## src/rtl/alu_sched.sv

```systemverilog
// Round-robin scheduler that time-shares one 8-bit ALU between two clients.
// The winner's operands are held for a per-opcode latency, then the result is returned.
module alu_sched #(
  parameter int LAT_FAST = 1,
  parameter int LAT_DIV  = 26
) (
  input  logic       clock,
  input  logic       reset,
  input  logic       req0,
  input  logic       req1,
  input  logic [1:0] op0,
  input  logic [1:0] op1,
  input  logic [7:0] a0,
  input  logic [7:0] b0,
  input  logic [7:0] a1,
  input  logic [7:0] b1,
  output logic       gnt0,
  output logic       gnt1,
  output logic       done0,
  output logic       done1,
  output logic [7:0] res_y,
  output logic [7:0] res_z,
  output logic       res_o,
  output logic       res_c,
  output logic       busy,
  output logic [1:0] alu_opcode,
  output logic [7:0] alu_a,
  output logic [7:0] alu_b,
  input  logic [7:0] alu_y,
  input  logic [7:0] alu_z,
  input  logic       alu_o,
  input  logic       alu_c
);

  typedef enum logic {IDLE, EXEC} state_t;

  state_t     state_q;
  logic [5:0] cnt_q;
  logic       last_q;
  logic       gnt0_q, gnt1_q, done0_q, done1_q, busy_q;
  logic [7:0] res_y_q, res_z_q;
  logic       res_o_q, res_c_q;
  logic [1:0] alu_op_q;
  logic [7:0] alu_a_q, alu_b_q;

  logic       win_any_d;
  logic       win_sel_d;
  logic [1:0] win_op_d;
  logic [7:0] win_a_d, win_b_d;
  logic [5:0] cnt_d;

  // On a tie the client that was not granted last wins.
  always_comb begin
    win_any_d = req0 | req1;
    win_sel_d = (req0 && req1) ? ~last_q : req1;
    win_op_d  = win_sel_d ? op1 : op0;
    win_a_d   = win_sel_d ? a1  : a0;
    win_b_d   = win_sel_d ? b1  : b0;
    cnt_d     = (win_op_d == 2'b11) ? 6'(LAT_DIV) : 6'(LAT_FAST);
  end

  always_ff @(posedge clock) begin
    if (reset) begin
      state_q  <= IDLE;
      cnt_q    <= '0;
      last_q   <= 1'b1;
      gnt0_q   <= 1'b0;
      gnt1_q   <= 1'b0;
      done0_q  <= 1'b0;
      done1_q  <= 1'b0;
      busy_q   <= 1'b0;
      res_y_q  <= '0;
      res_z_q  <= '0;
      res_o_q  <= 1'b0;
      res_c_q  <= 1'b0;
      alu_op_q <= '0;
      alu_a_q  <= '0;
      alu_b_q  <= '0;
    end else begin
      gnt0_q  <= 1'b0;
      gnt1_q  <= 1'b0;
      done0_q <= 1'b0;
      done1_q <= 1'b0;
      if (state_q == IDLE) begin
        if (win_any_d) begin
          alu_op_q <= win_op_d;
          alu_a_q  <= win_a_d;
          alu_b_q  <= win_b_d;
          gnt0_q   <= ~win_sel_d;
          gnt1_q   <= win_sel_d;
          last_q   <= win_sel_d;
          cnt_q    <= cnt_d;
          busy_q   <= 1'b1;
          state_q  <= EXEC;
        end
      end else begin
        cnt_q <= cnt_q - 6'd1;
        // last_q still names the client that owns the operation in flight.
        if (cnt_q <= 6'd1) begin
          res_y_q <= alu_y;
          res_z_q <= alu_z;
          res_o_q <= alu_o;
          res_c_q <= alu_c;
          done0_q <= ~last_q;
          done1_q <= last_q;
          busy_q  <= 1'b0;
          state_q <= IDLE;
        end
      end
    end
  end

  assign gnt0       = gnt0_q;
  assign gnt1       = gnt1_q;
  assign done0      = done0_q;
  assign done1      = done1_q;
  assign busy       = busy_q;
  assign res_y      = res_y_q;
  assign res_z      = res_z_q;
  assign res_o      = res_o_q;
  assign res_c      = res_c_q;
  assign alu_opcode = alu_op_q;
  assign alu_a      = alu_a_q;
  assign alu_b      = alu_b_q;

endmodule

```

## config.mk

```make
export PLATFORM = sky130hd
export DESIGN_NAME = alu_sched
export DESIGN_NICKNAME = d
export VERILOG_FILES = /design/src/rtl/alu_sched.sv
export SDC_FILE = /design/constraint.sdc
export NUM_CORES = 1
export LEC_CHECK = 0
export BUFFER_PORTS_ARGS = -buffer_cell sky130_fd_sc_hd__buf_2
export CORE_AREA = 2 2 69 71
export CTS_CLUSTER_SIZE = 20
export DETAILED_ROUTE_END_ITERATION = 8
export DIE_AREA = 0 0 71 73
export PLACE_DENSITY = 0.74
export SYNTH_ARGS = -nofsm -noshare
export SYNTH_HDL_FRONTEND = slang
export SYNTH_SLANG_ARGS = --single-unit
export TNS_END_PERCENT = 100
```

## constraint.sdc

```tcl
create_clock -name clock -period 2.1 [get_ports clock]
set_input_delay 0 -clock clock [delete_from_list [all_inputs] [get_ports clock]]
set_output_delay 0 -clock clock [all_outputs]
set_load 0.005 [all_outputs]
```

==> metrics.txt <==
status=complete, no violations; fin. max-slew vios=0; CP arrival=2.10 ns; Setup Fix Bufs, Post-CTS=0; Clock transition at path regs=0.09 ns; global route overflow=0; hold crit path type=in -> reg; crit-path max cell delay=approximately 0.76 ns; # H-tree levels=2; worst skew pair latency=0.30 ns; CTS buffer count=5; # fillers=368; synth unique cells=35; Post-Layout Cell Count=around 420; Synth Warn #=0; Std-Cell Rows=25; Worst path top cell family by delay=simple AND/OR/NAND/NOR gates; leak pwr=1.44 nW; root buffer cell=clkbuf_8; Clock Path Buffers=2; IO Port Bufs=approximately 100; clk sinks=49; Max stage delay cell, worst path=nor2_1; number of global-route vias before repair=2,032; M2 GR Usage=36.7%; Routed WL=5520 µm; clk_skew=0.00279 ns; worst rel slew slack=roughly 35%; Top cell by count, worst path=nand2_1; gpl congestion=approximately 0.82; Setup CP Type=reg -> reg; EDFF count, synth=0; worst-path fanout max=16; GRT met3 Usage=5.11%; Peak VDD IR=0.390 mV; placed insts=365; largest net degree at the start of global routing=34; share of cells above drive strength 1=31.4%; vias per inst=4.93; 1st-iter DRT viols=96; first-pass GRT wire length=8940 µm; register area share after synthesis=51.3%; via count=2,085; Avg Cell Area, Syn=roughly 8.6 µm²; endpoint class of the critical path=register; drt first pass iters=4; setup_tns=0 ns; worst-margin pin slew=0.978 ns; top-count cell post-synth=nand2_1; synthesized net count=283; Synth top cells by count=nand2_1 (74), dfxtp_1 (49), a21oi_1 (23); RSZ-0062 raised after global routing=no; global routing usage on met1=about 25%; max cap viols=0; # DRC=0; initial antenna violation count=0; fmax=~540 MHz; core area=0.00454 mm²; Req. time, crit path=2.34 ns; routed len/inst=13.0 µm; busiest grt layer=met2; Area Overhead vs Synth=57.7%; period utilisation layout=88.7%; Tmin final=roughly 1.9 ns; Mapped Area=0.00191 mm²; Starting Density=42.2%; post_cts resized=0; asr flop ratio synth=0%; Synth top area share=about 51%; ys flop type=dfxtp_1; hpwl dp=about 3300 µm; Die H=73 µm; final setup fails=0; Final Hold Fails=0; top cells by area in the synthesized netlist=dfxtp_1 (51%), nand2_1 (15%), a22oi_1 (6.3%), a21oi_1 (6.0%), clkbuf_1 (1.8%); Setup crit start kind=register; Buf/Inv on CP=1; I/O pins=99; nets@finish=428; CP cell instances=buf_4 -> o21ba_2 -> nor2_1 -> nand2_1 -> nand2_1; antenna-violating nets left=0; Die ar.=0.00518 mm²; total track usage=21.4%; Die Span X=71 µm; CTS tree=yes; hold_buf cts=50; Gate Count Post-Synth=223; number of diodes=0; FF+latch count, synth=a little under 50; Synth area leader=dfxtp_1; PwrDens=722 mW/mm²
-- worst register-to-register path, cell delays in order (launching register included) --
cell     delay [ns]
dfxtp_1        0.39
buf_4          0.18
o21ba_2        0.23
nor2_1         0.76
nand2_1        0.16
nand2_1        0.10
-- metrics by stage --
step / total power (W) / cell area [µm²] / hold slack (ns) / worst slack [ns] / util (%)
2_1_floorplan: 0.00140 / 1910 / 0.129 / 0.430 / -
3_3_place_gp: 0.00157 / 2430 / 0.214 / 0.325 / 53.5
3_5_place_dp: 0.00159 / 2430 / 0.220 / 0.280 / 53.5
4_1_cts: 0.00219 / 3020 / 0.0480 / 0.258 / 66.5
5_1_grt: 0.00231 / 3020 / 0.0771 / 0.0585 / 66.5
6_report: 0.00218 / 3020 / 0.0489 / 0.238 / 66.5
-- cell usage in the layout, fill, tap and decap left out --
cell            n
a21oi_2         1
or4_1           1
o21ai_0         1
ha_1            2
nand3b_1        1
dlygate4sd3_1  50
nand2b_1        4
buf_4           4
a22oi_1        16
a21boi_1        1
a211o_1         1
buf_2          98
nor3b_2         1
a211oi_1        2
nor3_4          1
nand3_1         1
clkinv_2        2
clkbuf_8        5
o21a_1          1
dfxtp_1        49
o21bai_1        1
a31oi_1         1
a21oi_1        23
nor3_1          4
inv_1           2
nand4bb_1       1
or4b_4          1
or3_4           1
nor2_1          8
and3_1          1
and2_1          1
nor4b_1         1
nand2_1        74
o311ai_0        1
clkinvlp_4      1
mux2i_1         3
xor2_1          2
o21ba_2         1
-- layer usage --
| layer | vias up | wire length (µm) | share of wire (%) |
|---|---|---|---|
| li1 | 1042 | - | - |
| met1 | 927 | 2240 | 41 |
| met2 | 95 | 2700 | 49 |
| met3 | 21 | 377 | 6.8 |
| met4 | 0 | 195 | 3.5 |
| met5 | - | 0 | 0 |
-- power breakdown --
part,switching [W],internal [W]
Combinational,0.000267,0.000282
Clock,0.000303,0.000230
Sequential,0.0000605,0.00103
-- flip-flops by register name, summed over array words and instances, names as in the netlist --
| signal | cells |
|---|---|
| res_o | 1 |
| res_c | 1 |
| done0 | 1 |
| res_z | 8 |
| alu_opcode | 2 |
| state_q | 1 |
| gnt1 | 1 |
| gnt0 | 1 |
| res_y | 8 |
| cnt_q | 6 |
| last_q | 1 |
| alu_a | 8 |
| busy | 1 |
| alu_b | 8 |
| done1 | 1 |
-- area by class of cell --
| type | count | area [µm²] | area share [%] |
|---|---|---|---|
| repair buffers | 152 | 1020 | 33.9 |
| clock inverters | 3 | 17.5 | 0.581 |
| well taps | 54 | 67.6 | 2.24 |
| multi-input cells | 158 | 852 | 28.3 |
| clock buffers | 5 | 68.8 | 2.28 |
| flip-flops and latches | 49 | 981 | 32.5 |
| inverters | 2 | 7.51 | 0.249 |
-- cell families after synthesis --
logic type	after synthesis	share of synthesized area (%)
buf+inv	16	4.12
xor+xnor	2	0.916
fa+ha+maj	2	1.31
mux	3	1.57
simple gates	101	24.0
compound gates	50	16.8
flops	49	51.3
-- final timing paths --
kind,startpoint,slack [ns],depth (start not counted),endpoint
setup / recovery,state_q$_SDFF_PP0_,0.24,5,alu_a[6]$_SDFFE_PP0P_
hold / removal,op0[0],0.05,3,alu_opcode[0]$_SDFFE_PP0P_
setup reg to reg,state_q$_SDFF_PP0_,0.24,5,alu_a[6]$_SDFFE_PP0P_
hold reg to reg,alu_a[1]$_SDFFE_PP0P_,0.44,2,alu_a[1]$_SDFFE_PP0P_
No activity file was read; power rests on OpenSTA's default activity.
